### src/rtl/speed_meas_multi.sv
// ============================================================================
// Module : speed_meas_multi
// Brief  : Multi-lane s1->s2 interval timer sharing one iterative speed divider.
// Rev    : 1.0
// ============================================================================
`default_nettype none

module speed_meas_multi #(
  parameter int NUM_LANES   = 2,
  parameter int SYS_FREQ    = 50000000,
  parameter int WIDTH_MS    = 14,
  parameter int WIDTH_SPEED = 14,
  parameter int DIST_CONST  = 14400,
  parameter int SPEED_LIMIT = 60,
  localparam int LANE_W     = (NUM_LANES > 1) ? $clog2(NUM_LANES) : 1
) (
  input  logic                   clk,
  input  logic                   reset_n,
  input  logic [NUM_LANES-1:0]   i_s1,
  input  logic [NUM_LANES-1:0]   i_s2,
  input  logic [NUM_LANES-1:0]   i_open_req,
  input  logic [NUM_LANES-1:0]   i_close_req,
  output logic                   o_res_valid,
  input  logic                   i_res_ready,
  output logic [LANE_W-1:0]      o_res_lane,
  output logic [WIDTH_SPEED-1:0] o_res_speed,
  output logic                   o_res_overspeed,
  output logic                   o_res_timeout,
  output logic [NUM_LANES-1:0]   o_barrier_en,
  output logic [NUM_LANES-1:0]   o_busy
);

  localparam int c_prescale = (SYS_FREQ / 1000 > 0) ? SYS_FREQ / 1000 : 1;
  localparam int c_pre_w    = (c_prescale > 1) ? $clog2(c_prescale) : 1;
  localparam int c_rem_w    = ((WIDTH_SPEED > WIDTH_MS) ? WIDTH_SPEED : WIDTH_MS) + 1;
  localparam int c_cnt_w    = (WIDTH_SPEED > 1) ? $clog2(WIDTH_SPEED) : 1;

  localparam logic [c_pre_w-1:0]     c_pre_last  = c_pre_w'(c_prescale - 1);
  localparam logic [c_pre_w-1:0]     c_pre_one   = c_pre_w'(1);
  localparam logic [WIDTH_MS-1:0]    c_ms_one    = WIDTH_MS'(1);
  localparam logic [WIDTH_MS-1:0]    c_ms_sat_m1 = {{(WIDTH_MS-1){1'b1}}, 1'b0};
  localparam logic [c_cnt_w-1:0]     c_cnt_last  = c_cnt_w'(WIDTH_SPEED - 1);
  localparam logic [c_cnt_w-1:0]     c_cnt_one   = c_cnt_w'(1);
  localparam logic [LANE_W-1:0]      c_lane_last = LANE_W'(NUM_LANES - 1);
  localparam logic [LANE_W-1:0]      c_lane_one  = LANE_W'(1);
  localparam logic [WIDTH_SPEED-1:0] c_dist      = WIDTH_SPEED'(DIST_CONST);
  localparam logic [WIDTH_SPEED-1:0] c_limit     = WIDTH_SPEED'(SPEED_LIMIT);

  typedef enum logic [2:0] {
    ST_IDLE   = 3'd0,
    ST_TIMING = 3'd1,
    ST_PEND   = 3'd2,
    ST_TOUT   = 3'd3,
    ST_WAIT   = 3'd4
  } lane_state_t;

  logic [NUM_LANES-1:0] w_req;
  logic [NUM_LANES-1:0] w_req_tout;
  logic [NUM_LANES-1:0] w_grant;
  logic [NUM_LANES-1:0] w_release;
  logic [WIDTH_MS-1:0]  w_lane_ms [NUM_LANES];
  logic                 w_hs;
  logic                 w_can_grant;
  logic                 w_gnt_any;
  logic [LANE_W-1:0]    w_gnt_idx;

  logic                   r_res_valid;
  logic [LANE_W-1:0]      r_res_lane;
  logic [WIDTH_SPEED-1:0] r_res_speed;
  logic                   r_res_overspeed;
  logic                   r_res_timeout;
  logic [NUM_LANES-1:0]   r_barrier;

  assign w_hs = r_res_valid & i_res_ready;

  generate
    for (genvar gi = 0; gi < NUM_LANES; gi++) begin : g_lane
      lane_state_t         r_state;
      lane_state_t         w_state_nxt;
      logic [c_pre_w-1:0]  r_pre;
      logic [WIDTH_MS-1:0] r_ms;
      logic                w_tick;

      assign w_tick         = (r_pre == c_pre_last);
      assign w_release[gi]  = w_hs && (r_res_lane == LANE_W'(gi));
      assign w_req[gi]      = (r_state == ST_PEND) || (r_state == ST_TOUT);
      assign w_req_tout[gi] = (r_state == ST_TOUT);
      assign w_lane_ms[gi]  = r_ms;
      assign o_busy[gi]     = (r_state != ST_IDLE);

      // s1 outranks s2; s2 outranks the saturating tick
      always_comb begin
        w_state_nxt = r_state;
        case (r_state)
          ST_IDLE:   if (i_s1[gi]) w_state_nxt = ST_TIMING;
          ST_TIMING: begin
            if (i_s1[gi])                       w_state_nxt = ST_TIMING;
            else if (i_s2[gi])                  w_state_nxt = ST_PEND;
            else if (w_tick && r_ms == c_ms_sat_m1) w_state_nxt = ST_TOUT;
          end
          ST_PEND,
          ST_TOUT:   if (w_grant[gi]) w_state_nxt = ST_WAIT;
          ST_WAIT:   if (w_release[gi]) w_state_nxt = ST_IDLE;
          default:   w_state_nxt = ST_IDLE;
        endcase
      end

      always_ff @(posedge clk or negedge reset_n) begin
        if (!reset_n) begin
          r_state <= ST_IDLE;
          r_pre   <= '0;
          r_ms    <= '0;
        end else begin
          r_state <= w_state_nxt;
          if (i_s1[gi] && (r_state == ST_IDLE || r_state == ST_TIMING)) begin
            r_pre <= '0;
            r_ms  <= '0;
          end else if (r_state == ST_TIMING && !i_s2[gi]) begin
            if (w_tick) begin
              r_pre <= '0;
              r_ms  <= r_ms + c_ms_one;
            end else begin
              r_pre <= r_pre + c_pre_one;
            end
          end
        end
      end
    end
  endgenerate

  logic                   r_div_busy;
  logic                   r_div_fin;
  logic                   r_tout_sel;
  logic [c_cnt_w-1:0]     r_cnt;
  logic [c_rem_w-1:0]     r_rem;
  logic [WIDTH_SPEED-1:0] r_quo;
  logic [WIDTH_MS-1:0]    r_dvs;
  logic [LANE_W-1:0]      r_lane;
  logic [LANE_W-1:0]      r_rr;

  logic [c_rem_w-1:0]     w_trial;
  logic [c_rem_w-1:0]     w_dvs_ext;
  logic                   w_fit;
  logic [WIDTH_SPEED-1:0] w_speed_fin;

  // The divider slot frees on the handshake edge, so a waiting lane is granted on that same edge
  assign w_can_grant = !r_div_busy && !r_div_fin && (!r_res_valid || i_res_ready);

  function automatic int f_wrap(input int a);
    return (a >= NUM_LANES) ? a - NUM_LANES : a;
  endfunction

  always_comb begin
    w_gnt_any = 1'b0;
    w_gnt_idx = '0;
    if (w_can_grant) begin
      for (int k = 0; k < NUM_LANES; k++) begin
        if (!w_gnt_any && w_req[f_wrap(int'(r_rr) + k)]) begin
          w_gnt_any = 1'b1;
          w_gnt_idx = LANE_W'(f_wrap(int'(r_rr) + k));
        end
      end
    end
    w_grant = w_gnt_any ? (NUM_LANES'(1) << w_gnt_idx) : '0;
  end

  assign w_trial     = {r_rem[c_rem_w-2:0], r_quo[WIDTH_SPEED-1]};
  assign w_dvs_ext   = {{(c_rem_w-WIDTH_MS){1'b0}}, r_dvs};
  assign w_fit       = (w_trial >= w_dvs_ext);
  assign w_speed_fin = r_tout_sel ? '0 : ((r_dvs == '0) ? '1 : r_quo);

  always_ff @(posedge clk or negedge reset_n) begin
    if (!reset_n) begin
      r_div_busy      <= 1'b0;
      r_div_fin       <= 1'b0;
      r_tout_sel      <= 1'b0;
      r_cnt           <= '0;
      r_rem           <= '0;
      r_quo           <= '0;
      r_dvs           <= '0;
      r_lane          <= '0;
      r_rr            <= '0;
      r_res_valid     <= 1'b0;
      r_res_lane      <= '0;
      r_res_speed     <= '0;
      r_res_overspeed <= 1'b0;
      r_res_timeout   <= 1'b0;
    end else begin
      if (w_gnt_any) begin
        r_lane     <= w_gnt_idx;
        r_rr       <= (w_gnt_idx == c_lane_last) ? '0 : w_gnt_idx + c_lane_one;
        r_tout_sel <= w_req_tout[w_gnt_idx];
        r_dvs      <= w_lane_ms[w_gnt_idx];
        r_rem      <= '0;
        r_quo      <= c_dist;
        r_cnt      <= '0;
        if (w_req_tout[w_gnt_idx]) r_div_fin  <= 1'b1;
        else                       r_div_busy <= 1'b1;
      end else if (r_div_busy) begin
        // Restoring step: dividend shifts out of r_quo as quotient bits shift in
        r_rem <= w_fit ? (w_trial - w_dvs_ext) : w_trial;
        r_quo <= {r_quo[WIDTH_SPEED-2:0], w_fit};
        r_cnt <= r_cnt + c_cnt_one;
        if (r_cnt == c_cnt_last) begin
          r_div_busy <= 1'b0;
          r_div_fin  <= 1'b1;
        end
      end

      if (r_div_fin) begin
        r_div_fin       <= 1'b0;
        r_res_valid     <= 1'b1;
        r_res_lane      <= r_lane;
        r_res_speed     <= w_speed_fin;
        r_res_overspeed <= (w_speed_fin > c_limit);
        r_res_timeout   <= r_tout_sel;
      end else if (w_hs) begin
        r_res_valid <= 1'b0;
      end
    end
  end

  always_ff @(posedge clk or negedge reset_n) begin
    if (!reset_n) r_barrier <= '0;
    else          r_barrier <= (r_barrier & ~i_close_req) | i_open_req;
  end

  assign o_res_valid     = r_res_valid;
  assign o_res_lane      = r_res_lane;
  assign o_res_speed     = r_res_speed;
  assign o_res_overspeed = r_res_overspeed;
  assign o_res_timeout   = r_res_timeout;
  assign o_barrier_en    = r_barrier;

endmodule

`default_nettype wire

### config.mk
export PLATFORM = sky130hd
export DESIGN_NAME = speed_meas_multi
export DESIGN_NICKNAME = d
export VERILOG_FILES = /design/src/rtl/speed_meas_multi.sv
export SDC_FILE = /design/constraint.sdc
export NUM_CORES = 1
export LEC_CHECK = 0
export CAP_MARGIN = 20
export CORE_AREA = 2 2 131 133
export DETAILED_ROUTE_END_ITERATION = 16
export DIE_AREA = 0 0 133 135
export PLACE_DENSITY = 0.6
export SLEW_MARGIN = 20
export SYNTH_ARGS = -nofsm -noshare
export SYNTH_HDL_FRONTEND = slang
export SYNTH_SLANG_ARGS = --single-unit
### constraint.sdc
create_clock -name clk -period 2.2 [get_ports clk]
set_input_delay 0.55 -clock clk [delete_from_list [all_inputs] [get_ports clk]]
set_output_delay 0.55 -clock clk [all_outputs]
set_load 0.1 [all_outputs]
==> impl_metrics.toml <==
[synth]
async_flop_share_pct = 100
ys_seq_area_share_pct = 47.0
mappedNetlistArea_um2 = 7290
synth_area_per_cell_um2 = 9.35
postSynthCellCount = 780
synth-edff-count = 0
synth.net_count = 814
ys.warnings.count = 0
synth-seq-cells = 137
synth_top_flop_cell = "dfrtp_1"
yosysUniqueCellTypes = 69

[timing]
slew_headroom_pct = 58.2
hold_viol = 0
drv_slew = 0
fin_crit_sh_pct = 93.9
period_needed_ns = 2.07
clock_skew_ns = 0.0100
fmax_ghz = 0.484
fin_tns_setup_ns = 0
setup_violations = 0
rsz0062_at_grt = "true"
timing.final.ws_setup_ns = 0.133
tightest_slew_ns = 0.611
hold-worst-slack_ns = 0.00797

[worst_setup_path]
critPathSlowestCell = "dfrtp_1"
crit_family = "flip-flops"
arrival_ns = 1.52
cp_data_required_time_ns = 1.65
worst-path-buf-inv = 1
critPathKind = "reg2out"
cp_max_fo = 6
crit_path_start_kind = "register"
critPathMaxStageDelay_ns = 0.45
cp-end-kind = "output pin"
path_cells = "or3_1 -> buf_12"

[cts]
clkTransAtPathRegs_ns = 0.06
cts_buffers = 17
cts_setup_buffers = 0
cts_tree = "done"
clock_latency_ns = 0.42
root_buffer = "clkbuf_16"
postCtsHoldBufs = 0
cts.sinks = 137
clockBufferDepth = 2
htreeDepth = 4

[pwr]
p_seq_share_pct = 27.5
p_clk_share_pct = 20.0
cellPowerDensity_nw_per_um2 = 1590
p_comb_share_pct = 52.5
netSwitchingPower_mw = 6.31
intPower_mw = 7.60
swShare_pct = 45.4
leakagePower_nw = 3.93
ir_drop_mv = 0.839

[placed_design]
dp_hpwl_mm = 12.6
numPortBuffers = 32
dp_slack_ns = -0.0612
gp_congestion = 0.837
placed_area_um2 = 8130

[grt]
grt_pass1_vias = 6082
grt_max_degree = 42
antenna_found_initial = 0
track_usage_pct = 20.2
grt_pass1_wl_mm = 29.2
grt_remaining_overflow = 0

[final_layout]
multiInputGateArea_um2 = 3620
drive_gt1_share_pct = 15.3
diodes = 0
nNetsFinal = 883
fillers = 1471
area_growth_pct = 20.0
final-seq-area_um2 = 3430
fin_area_um2 = 8750

[die]
die_w_um = 133
placementRows = 47
io_pins = 33
core_area_um2 = 16400
initial_utilization_pct = 44.5
dieArea_um2 = 18000
dieHeight_um = 135

[route]
drc = 0
postRouteAntennaNets = 0
highest_layer = "met4"
wl_per_cell_um = 15.9
route.met2.wl_mm = 8.54
drt-initial-drc-count = 325
m1WireLength_mm = 7.90
vias_per_cell = 5.59
via_count = 6047
wl_met3_um = 569
firstDrtPassIters = 5
finalWirelength_mm = 17.2

[run_status]
outcome = "finished clean"

[job]
maxCapViolCount = 0

[min_path]
hold_class = "in2async"
[kinds of logic (layout without fill, tap and decap cells)]
family                   count (synthesis)  count (layout)  synth area share, %
AND/OR/NAND/NOR                        293             293                 20.3
AO/OA/AOI/OAI                          204             204                 18.5
flip-flops                             137             137                 47.0
buffers and inverters                   74             155                 4.07
XOR/XNOR                                43              43                 5.16
adder cells (fa/ha/maj)                 23              23                 4.05
multiplexers                             6               6                0.909
[cell usage in the layout, fill, tap and decap left out, types with 4 or more instances in the layout]
cell,synthesis,layout
a211oi_1,14,14
a21o_1,18,18
a21oi_1,25,22
a22oi_1,13,13
a31oi_1,4,4
a32oi_1,5,5
and2_1,6,6
and3_1,15,15
and4_1,8,8
buf_12,0,4
buf_4,1,69
clkbuf_16,0,17
clkdlybuf4s50_1,0,9
clkinv_2,0,5
dfrtp_1,137,137
ha_1,22,21
inv_1,41,41
mux2_2,5,5
nand2_1,90,89
nand2b_1,10,10
nand3_1,40,40
nand4_1,12,12
nor2_1,65,64
nor2b_1,9,9
nor3_1,6,6
nor4_1,5,5
o211ai_1,7,7
o21a_1,6,6
o21ai_0,58,56
o21ai_1,4,5
o22ai_1,14,14
o311ai_1,1,7
o31ai_1,8,8
or3_1,11,11
xnor2_1,7,7
xor2_1,36,36
[worst reg2reg max path, stage by stage (launching register included)]
cell,delay (ns)
dfrtp_1,0.40
ha_1,0.22
and3_4,0.17
and4_1,0.23
or4_4,0.56
a31oi_1,0.17
o21ai_0,0.12
o41ai_2,0.07
[synthesized netlist by cell type, types with 11 or more instances]
| library cell | n | area, um2 |
|---|---|---|
| o22ai_1 | 14 | 87.6 |
| inv_1 | 41 | 154 |
| clkbuf_1 | 17 | 63.8 |
| a21o_1 | 18 | 135 |
| nand2_1 | 90 | 338 |
| dfrtp_1 | 137 | 3430 |
| and3_1 | 15 | 93.8 |
| or3_1 | 11 | 68.8 |
| nand3_1 | 40 | 200 |
| o21ai_0 | 58 | 290 |
| a21oi_1 | 25 | 125 |
| nor2_1 | 65 | 244 |
| ha_1 | 22 | 275 |
| nand4_1 | 12 | 75.1 |
| a22oi_1 | 13 | 97.6 |
| xor2_1 | 36 | 315 |
| buf_2 | 11 | 55.1 |
| a211oi_1 | 14 | 105 |
[layout make-up]
class                      instances  share of cell area (%)
inverter                          41                    1.76
multi-input combinational        569                    41.3
clock buffer                      19                    5.17
timing repair buffer              83                    7.99
sequential                       137                    39.2
tap                              220                    3.14
clock inverter                    12                    1.44
[metal layers]
metal  track usage, %  up-vias
li1                 -     2940
met1             26.1     2989
met2             33.9      101
met3             4.65       17
met4             6.09        0
met5                0        -
[flip-flops by register name, summed over array words and instances (netlist names)]
signal and cells:
g_lane.r_ms 28, g_lane.r_pre 32, g_lane.r_state 6, o_barrier_en 2
o_res_lane 1, o_res_overspeed 1, o_res_speed 14, o_res_timeout 1
o_res_valid 1, r_cnt 4, r_div_busy 1, r_div_fin 1
r_dvs 14, r_lane 1, r_quo 14, r_rem 14
r_rr 1, r_tout_sel 1
[stage by stage]
step | std cells | total power [mW] | utilization, %
floorplan | 780 | 8.83 | -
global placement | 1050 | 10.8 | 49.5
finish | 1081 | 13.9 | 53.4
detailed placement | 1050 | 11.0 | 49.5
global route | 1081 | 14.8 | 53.4
CTS | 1081 | 13.8 | 53.1
[power by group through the flow]
stage | combinational [mW] | clock, mW | sequential, mW
global route | 7.97 | 2.96 | 3.92
detailed placement | 7.12 | 0 | 3.86
global placement | 6.97 | 0 | 3.84
floorplan | 3.97 | 0 | 4.86
CTS | 7.15 | 2.85 | 3.83
finish | 7.30 | 2.78 | 3.83
[worst paths after layout]
path	from	endpoint	slack, ns	depth (start not counted)
worst max-delay path	g_lane[0].r_state[2]	o_busy[0]	0.13	2
worst min-delay path	reset_n	r_rem[11]	0.008	1
worst max register to register	g_lane[0].r_pre[0]	g_lane[0].r_pre[12]	0.14	7
worst min register to register	o_res_speed[0]	o_res_speed[0]	0.48	1
max in group asynchronous	reset_n	g_lane[1].r_ms[0]	1.56	2
min in group clk	o_res_speed[0]	o_res_speed[0]	0.48	1
[repair_timing]
| action | CTS | global route |
|---|---|---|
| gates resized for setup | 1 | 18 |
| endpoints found under the hold margin | 0 | 0 |
| setup endpoints to repair | 10 | 23 |
| cloned | 0 | 0 |
| pin swaps | 0 | 4 |
Power figures use the tool's default switching activity.
